## config.mk

```make
export PLATFORM = sky130hd
export DESIGN_NAME = mmm_seq_engine
export DESIGN_NICKNAME = d
export VERILOG_FILES = /design/src/rtl/mmm_pkg.sv /design/src/rtl/mmm_step.sv /design/src/rtl/ripple_carry_adder.sv /design/src/rtl/mmm_seq_engine.sv
export SDC_FILE = /design/constraint.sdc
export NUM_CORES = 1
export LEC_CHECK = 0
export CORE_ASPECT_RATIO = 1.4
export CORE_UTILIZATION = 59
export CTS_CLUSTER_SIZE = 30
export DETAILED_ROUTE_END_ITERATION = 6
export PLACE_DENSITY = 0.85
export SYNTH_ARGS = -nofsm -noshare
export SYNTH_HDL_FRONTEND = slang
export SYNTH_SLANG_ARGS = --single-unit
```

## constraint.sdc

```tcl
create_clock -name clk -period 13.8 [get_ports clk]
set_input_delay 2.76 -clock clk [delete_from_list [all_inputs] [get_ports clk]]
set_output_delay 2.76 -clock clk [all_outputs]
set_load 0.05 [all_outputs]
```

## src/rtl/mmm_pkg.sv

```systemverilog
// Shared types and helpers for the sequenced Montgomery multiplier.
package mmm_pkg;

    typedef enum logic [1:0] {IDLE, RUN, FINAL, DONE} mmm_state_t;

    function automatic int cnt_width(int w);
        return (w > 1) ? $clog2(w) : 1;
    endfunction

endpackage

```

## src/rtl/mmm_step.sv

```systemverilog
// One radix-2 Montgomery iteration: acc_o = (acc_i + a*B + q*M) >> 1.
module mmm_step #(
    parameter int unsigned Width = 8
) (
    input  logic [Width:0]   acc_i,
    input  logic             a_i,
    input  logic [Width-1:0] b_i,
    input  logic [Width-1:0] m_i,
    output logic [Width:0]   acc_o,
    output logic             q_o
);

    logic [Width-1:0] ab;
    logic [Width-1:0] qm;
    logic [Width+1:0] sum_ab;

    assign q_o = acc_i[0] ^ (a_i & b_i[0]);
    assign ab  = a_i ? b_i : '0;
    assign qm  = q_o ? m_i : '0;

    ripple_carry_adder #(
        .N(Width + 2)
    ) u_add_ab (
        .a_i  ({1'b0, acc_i}),
        .b_i  ({2'b00, ab}),
        .cin_i(1'b0),
        .sum_o(sum_ab)
    );

    // Shift before adding q*M: only the carry out of bit 0 survives the halving.
    ripple_carry_adder #(
        .N(Width + 1)
    ) u_add_qm (
        .a_i  (sum_ab[Width+1:1]),
        .b_i  ({2'b00, qm[Width-1:1]}),
        .cin_i(sum_ab[0] & qm[0]),
        .sum_o(acc_o)
    );

endmodule

```

## src/rtl/ripple_carry_adder.sv

```systemverilog
// Plain N-bit ripple-carry adder; the carry out of the top bit is not produced.
module ripple_carry_adder #(
    parameter int unsigned N = 8
) (
    input  logic [N-1:0] a_i,
    input  logic [N-1:0] b_i,
    input  logic         cin_i,
    output logic [N-1:0] sum_o
);

    logic [N-1:0] carry;

    assign carry[0] = cin_i;

    for (genvar i = 0; i < N; i++) begin : g_bit
        assign sum_o[i] = a_i[i] ^ b_i[i] ^ carry[i];
        if (i < N - 1) begin : g_carry
            assign carry[i+1] = (a_i[i] & b_i[i]) | (carry[i] & (a_i[i] ^ b_i[i]));
        end
    end

endmodule

```

## src/rtl/mmm_seq_engine.sv

```systemverilog
// Self-sequenced bit-serial Montgomery multiplier: R = A*B*2^-WIDTH mod M.
module mmm_seq_engine
    import mmm_pkg::*;
#(
    parameter int WIDTH = 8,
    parameter int CNT_W = cnt_width(WIDTH)
) (
    input  logic             clk,
    input  logic             rstb,
    input  logic             ena,
    input  logic             clear,
    input  logic             start,
    input  logic             final_sub,
    input  logic [WIDTH-1:0] A,
    input  logic [WIDTH-1:0] B,
    input  logic [WIDTH-1:0] M,
    output logic [WIDTH:0]   R,
    output logic             busy,
    output logic             done,
    output logic             err
);

    localparam logic [CNT_W-1:0] LastIdx = CNT_W'(WIDTH - 1);

    mmm_state_t       state_q, state_d;
    logic [CNT_W-1:0] cnt_q;
    logic [WIDTH-1:0] a_q, b_q, m_q;
    logic             fsub_q;
    logic [WIDTH:0]   acc_q, acc_step;
    logic [WIDTH:0]   r_q, r_final, m_ext;
    logic             err_q;
    logic             q_unused;

    mmm_step #(
        .Width(WIDTH)
    ) u_step (
        .acc_i(acc_q),
        .a_i  (a_q[cnt_q]),
        .b_i  (b_q),
        .m_i  (m_q),
        .acc_o(acc_step),
        .q_o  (q_unused)
    );

    assign m_ext   = {1'b0, m_q};
    assign r_final = (fsub_q && (acc_q >= m_ext)) ? (acc_q - m_ext) : acc_q;

    always_ff @(posedge clk) begin
        if (!rstb) begin
            state_q <= IDLE;
        end else if (ena) begin
            state_q <= state_d;
        end
    end

    always_comb begin
        state_d = state_q;
        if (clear) begin
            state_d = IDLE;
        end else begin
            case (state_q)
                IDLE:    if (start) state_d = M[0] ? RUN : DONE;
                RUN:     if (cnt_q == LastIdx) state_d = FINAL;
                FINAL:   state_d = DONE;
                DONE:    state_d = IDLE;
                default: state_d = IDLE;
            endcase
        end
    end

    always_comb begin
        busy = (state_q == RUN) || (state_q == FINAL);
        done = (state_q == DONE);
    end

    // Datapath; an abort leaves R and err untouched.
    always_ff @(posedge clk) begin
        if (!rstb) begin
            cnt_q  <= '0;
            a_q    <= '0;
            b_q    <= '0;
            m_q    <= '0;
            fsub_q <= 1'b0;
            acc_q  <= '0;
            r_q    <= '0;
            err_q  <= 1'b0;
        end else if (ena && !clear) begin
            case (state_q)
                IDLE: begin
                    if (start) begin
                        a_q    <= A;
                        b_q    <= B;
                        m_q    <= M;
                        fsub_q <= final_sub;
                        cnt_q  <= '0;
                        acc_q  <= '0;
                        if (M[0]) begin
                            err_q <= 1'b0;
                        end else begin
                            err_q <= 1'b1;
                            r_q   <= '0;
                        end
                    end
                end
                RUN: begin
                    acc_q <= acc_step;
                    cnt_q <= cnt_q + CNT_W'(1);
                end
                FINAL:   r_q <= r_final;
                default: ;
            endcase
        end
    end

    assign R   = r_q;
    assign err = err_q;

endmodule
```

==> results.cfg <==
[status]
status = finished, final reports clean

[synthesis]
synthDominantCellAreaShare_pct = 33.2
ys_top_cells_by_area = dfxtp_1, fa_1, a21boi_0
synth.net_count = 402
synth_area_per_cell_um2 = 8.67
synth_ff_type = dfxtp_1
ys_ff_latch = 49
syn-instance-count = 341
async_flop_share_pct = 0
synth.distinct_cells = 45
synth_edf_count = 0
syn-cell-area_um2 = 2960
synth_seq_area_share_pct = 33.2
yosysWarningCount = 0
synth_area_leader_cell = dfxtp_1

[setup_path]
crit_path_max_fanout = 8
worstSetupStartpoint = cnt_q[0]
r2r_setup_slack_ps = 8050
critPathLaunchType = register
critPathArrivalTime_ps = 5980
r2r_end = acc_q[7]
worstPathRequired_ps = 14040
crit_end = acc_q[7]
reg2reg_depth = 17
path_class = reg -> reg
r2r-start = cnt_q[0]
critPathCaptureType = register

[timing]
fin_crit_ps = 5750
rsz0062_at_grt = no
setup_ws_ps = 8050
finalCritPeriodShare_pct = 41.6
tightest_slew_ps = 847
setup_viol = 0
max_clock_freq_mhz = 174
setup_tns_ps = 0
fin_hold_ws_ps = 451
skew_ps = 6.65
finalMaxSlewViolations = 0
hold_viol = 0
slew_headroom_pct = 43.5

[routing]
first_pass_iters = 7
via_count = 2407
wirelength_um = 5650
ant_nets = 0
drt-initial-drc-count = 81
routedWlPerCell_um = 12.8
avgViaCountPerCell = 5.47
drc = 0

[global_route]
grt_max_degree = 44
track_usage_pct = 24.8
grt_pass1_vias = 2368
grt_pass1_wl_um = 10000
antenna_found_initial = 0
overflow = 0

[cts]
clock_sinks = 49
ctsHoldBuffers = 0
cts_buffer_depth = 2
numCtsBuffers = 5
clk_latency_ps = 300
clock-root-buffer = clkbuf_8
cts.repair.resized = 0
cts-htree-levels = 2
cts.clk_slew.worst_paths_ps = 90
cts_tree = yes
post-cts-setup-buffers = 0

[cells_and_area]
instances_no_fill = 440
area_growth_pct = 17.6
drive_gt1_share_pct = 4.52
antenna_cells = 0
regArea_um2 = 981
finalNetCount = 436
multi_input_area_um2 = 1820
num-fill-cells = 382
final_util_pct = 71.8

[pwr]
peakVddDrop_v = 0.0000546
power_density_nw_per_um2 = 76.9
power.leakage_nw = 1.32
seqPwrFrac_pct = 54.7
switching_power_uw = 70.2
swShare_pct = 26.3
comb_power_share_pct = 13.5
cell_internal_pwr_uw = 197
clkPwrFrac_pct = 31.7

[flow_run]
drv_cap = 0

[floorplanning]
die_h_um = 85.7
core_um2 = 4840
initial_core_util_pct = 61.0
die_w_um = 61.8
ios = 42
num_rows = 30
dieArea_um2 = 5300

[place]
port_buffers = 41
dp_slack_ps = 8100
dp.cells = 432
place_congestion = 0.946
dp_hpwl_um = 4250

[hold_path]
min_from = R[4]
hold_depth = 2
worstHoldPathType = reg -> reg
## layout make-up
type | instances | share of cell area, %
Tap cell | 64 | 2.30
Timing Repair Buffer | 43 | 12.2
Clock buffer | 5 | 1.98
Inverter | 23 | 2.48
Sequential cell | 49 | 28.2
Multi-Input combinational cell | 253 | 52.3
Clock inverter | 3 | 0.504
## through the flow
step	total power [mW]	area [um^2]
after global placement	0.185	3390
after CTS	0.269	3470
after detailed placement	0.186	3390
final	0.267	3470
after global routing	0.279	3470
after floorplan	0.172	2960
## cells in the mapped netlist (2+ instances only)
master / instances
and3_1: 2
xnor2_1: 2
nand2_1: 69
o21a_1: 3
o21ai_0: 11
o31ai_1: 3
a21boi_0: 37
dfxtp_1: 49
mux2i_1: 5
clkbuf_1: 11
fa_1: 16
nor2_1: 10
nand2b_1: 2
mux4_2: 2
buf_2: 3
a31oi_1: 2
nor3_1: 3
ha_1: 15
a221o_1: 2
inv_1: 23
a21oi_1: 4
nor2b_1: 11
and2_1: 11
o21ai_1: 4
a32oi_1: 2
nand3_1: 20
## power by group through the flow
stage          combinational (mW)  clock (mW)  sequential [mW]
6_report                   0.0361      0.0848            0.146
2_1_floorplan              0.0223           0            0.149
4_1_cts                    0.0363      0.0859            0.146
5_1_grt                    0.0405      0.0915            0.147
3_3_place_gp               0.0352           0            0.150
3_5_place_dp               0.0362           0            0.150
## how the worst min path moves through the flow
stage | endpoint | slack, ps
2_1_floorplan | b_q[0] | 440
3_3_place_gp | R[3] | 430
3_5_place_dp | R[5] | 440
4_1_cts | R[5] | 460
5_1_grt | b_q[4] | 490
6_report | R[4] | 450
## cell usage in the layout, fill, tap and decap left out, drive strengths merged, types with 5 or more instances in the layout
master,Yosys,layout
a21boi,38,38
a21oi,5,5
and2,11,11
clkbuf,12,5
clkdlybuf4s50,0,41
dfxtp,49,49
fa,16,16
ha,15,15
inv,23,23
mux2i,5,5
nand2,69,69
nand3,20,20
nor2,10,10
nor2b,11,11
o21ai,15,15
## registers in the layout, summed over array words and instances, names as in the netlist
register and flops:
a_q 8, fsub_q 1, state_q 2, acc_q 9, m_q 8, R 9, b_q 8, cnt_q 3
err 1
## worst max-delay path, stage by stage (launching register included)
cell      delay [ps]
dfxtp_1          450
mux4_2           530
mux2i_1          550
nor2b_1          120
ha_1             220
fa_1             380
fa_1             390
fa_1             490
fa_1             460
fa_1             400
fa_1             400
fa_1             370
inv_1             80
fa_1             150
inv_1             50
fa_1             470
nand2_1           40
a21boi_0         150
## layer usage
| layer | vias to the layer above | wire length (um) | global-route usage (%) |
|---|---|---|---|
| li1 | 1220 | - | - |
| met5 | - | 0 | 0 |
| met1 | 1135 | 2500 | 30.2 |
| met4 | 0 | 65 | 8.08 |
| met2 | 44 | 2940 | 42.9 |
| met3 | 8 | 139 | 4.52 |
## kinds of logic (layout without fill, tap and decap cells)
| family | after synthesis | in the layout | share of synthesized area (%) |
|---|---|---|---|
| fa+ha+maj | 31 | 31 | 17.2 |
| flops | 49 | 49 | 33.2 |
| compound gates | 77 | 77 | 18.8 |
| mux | 7 | 7 | 3.22 |
| xor+xnor | 3 | 3 | 0.889 |
| buf+inv | 39 | 74 | 5.38 |
| simple gates | 135 | 135 | 21.3 |
Power figures use the tool's default switching activity.
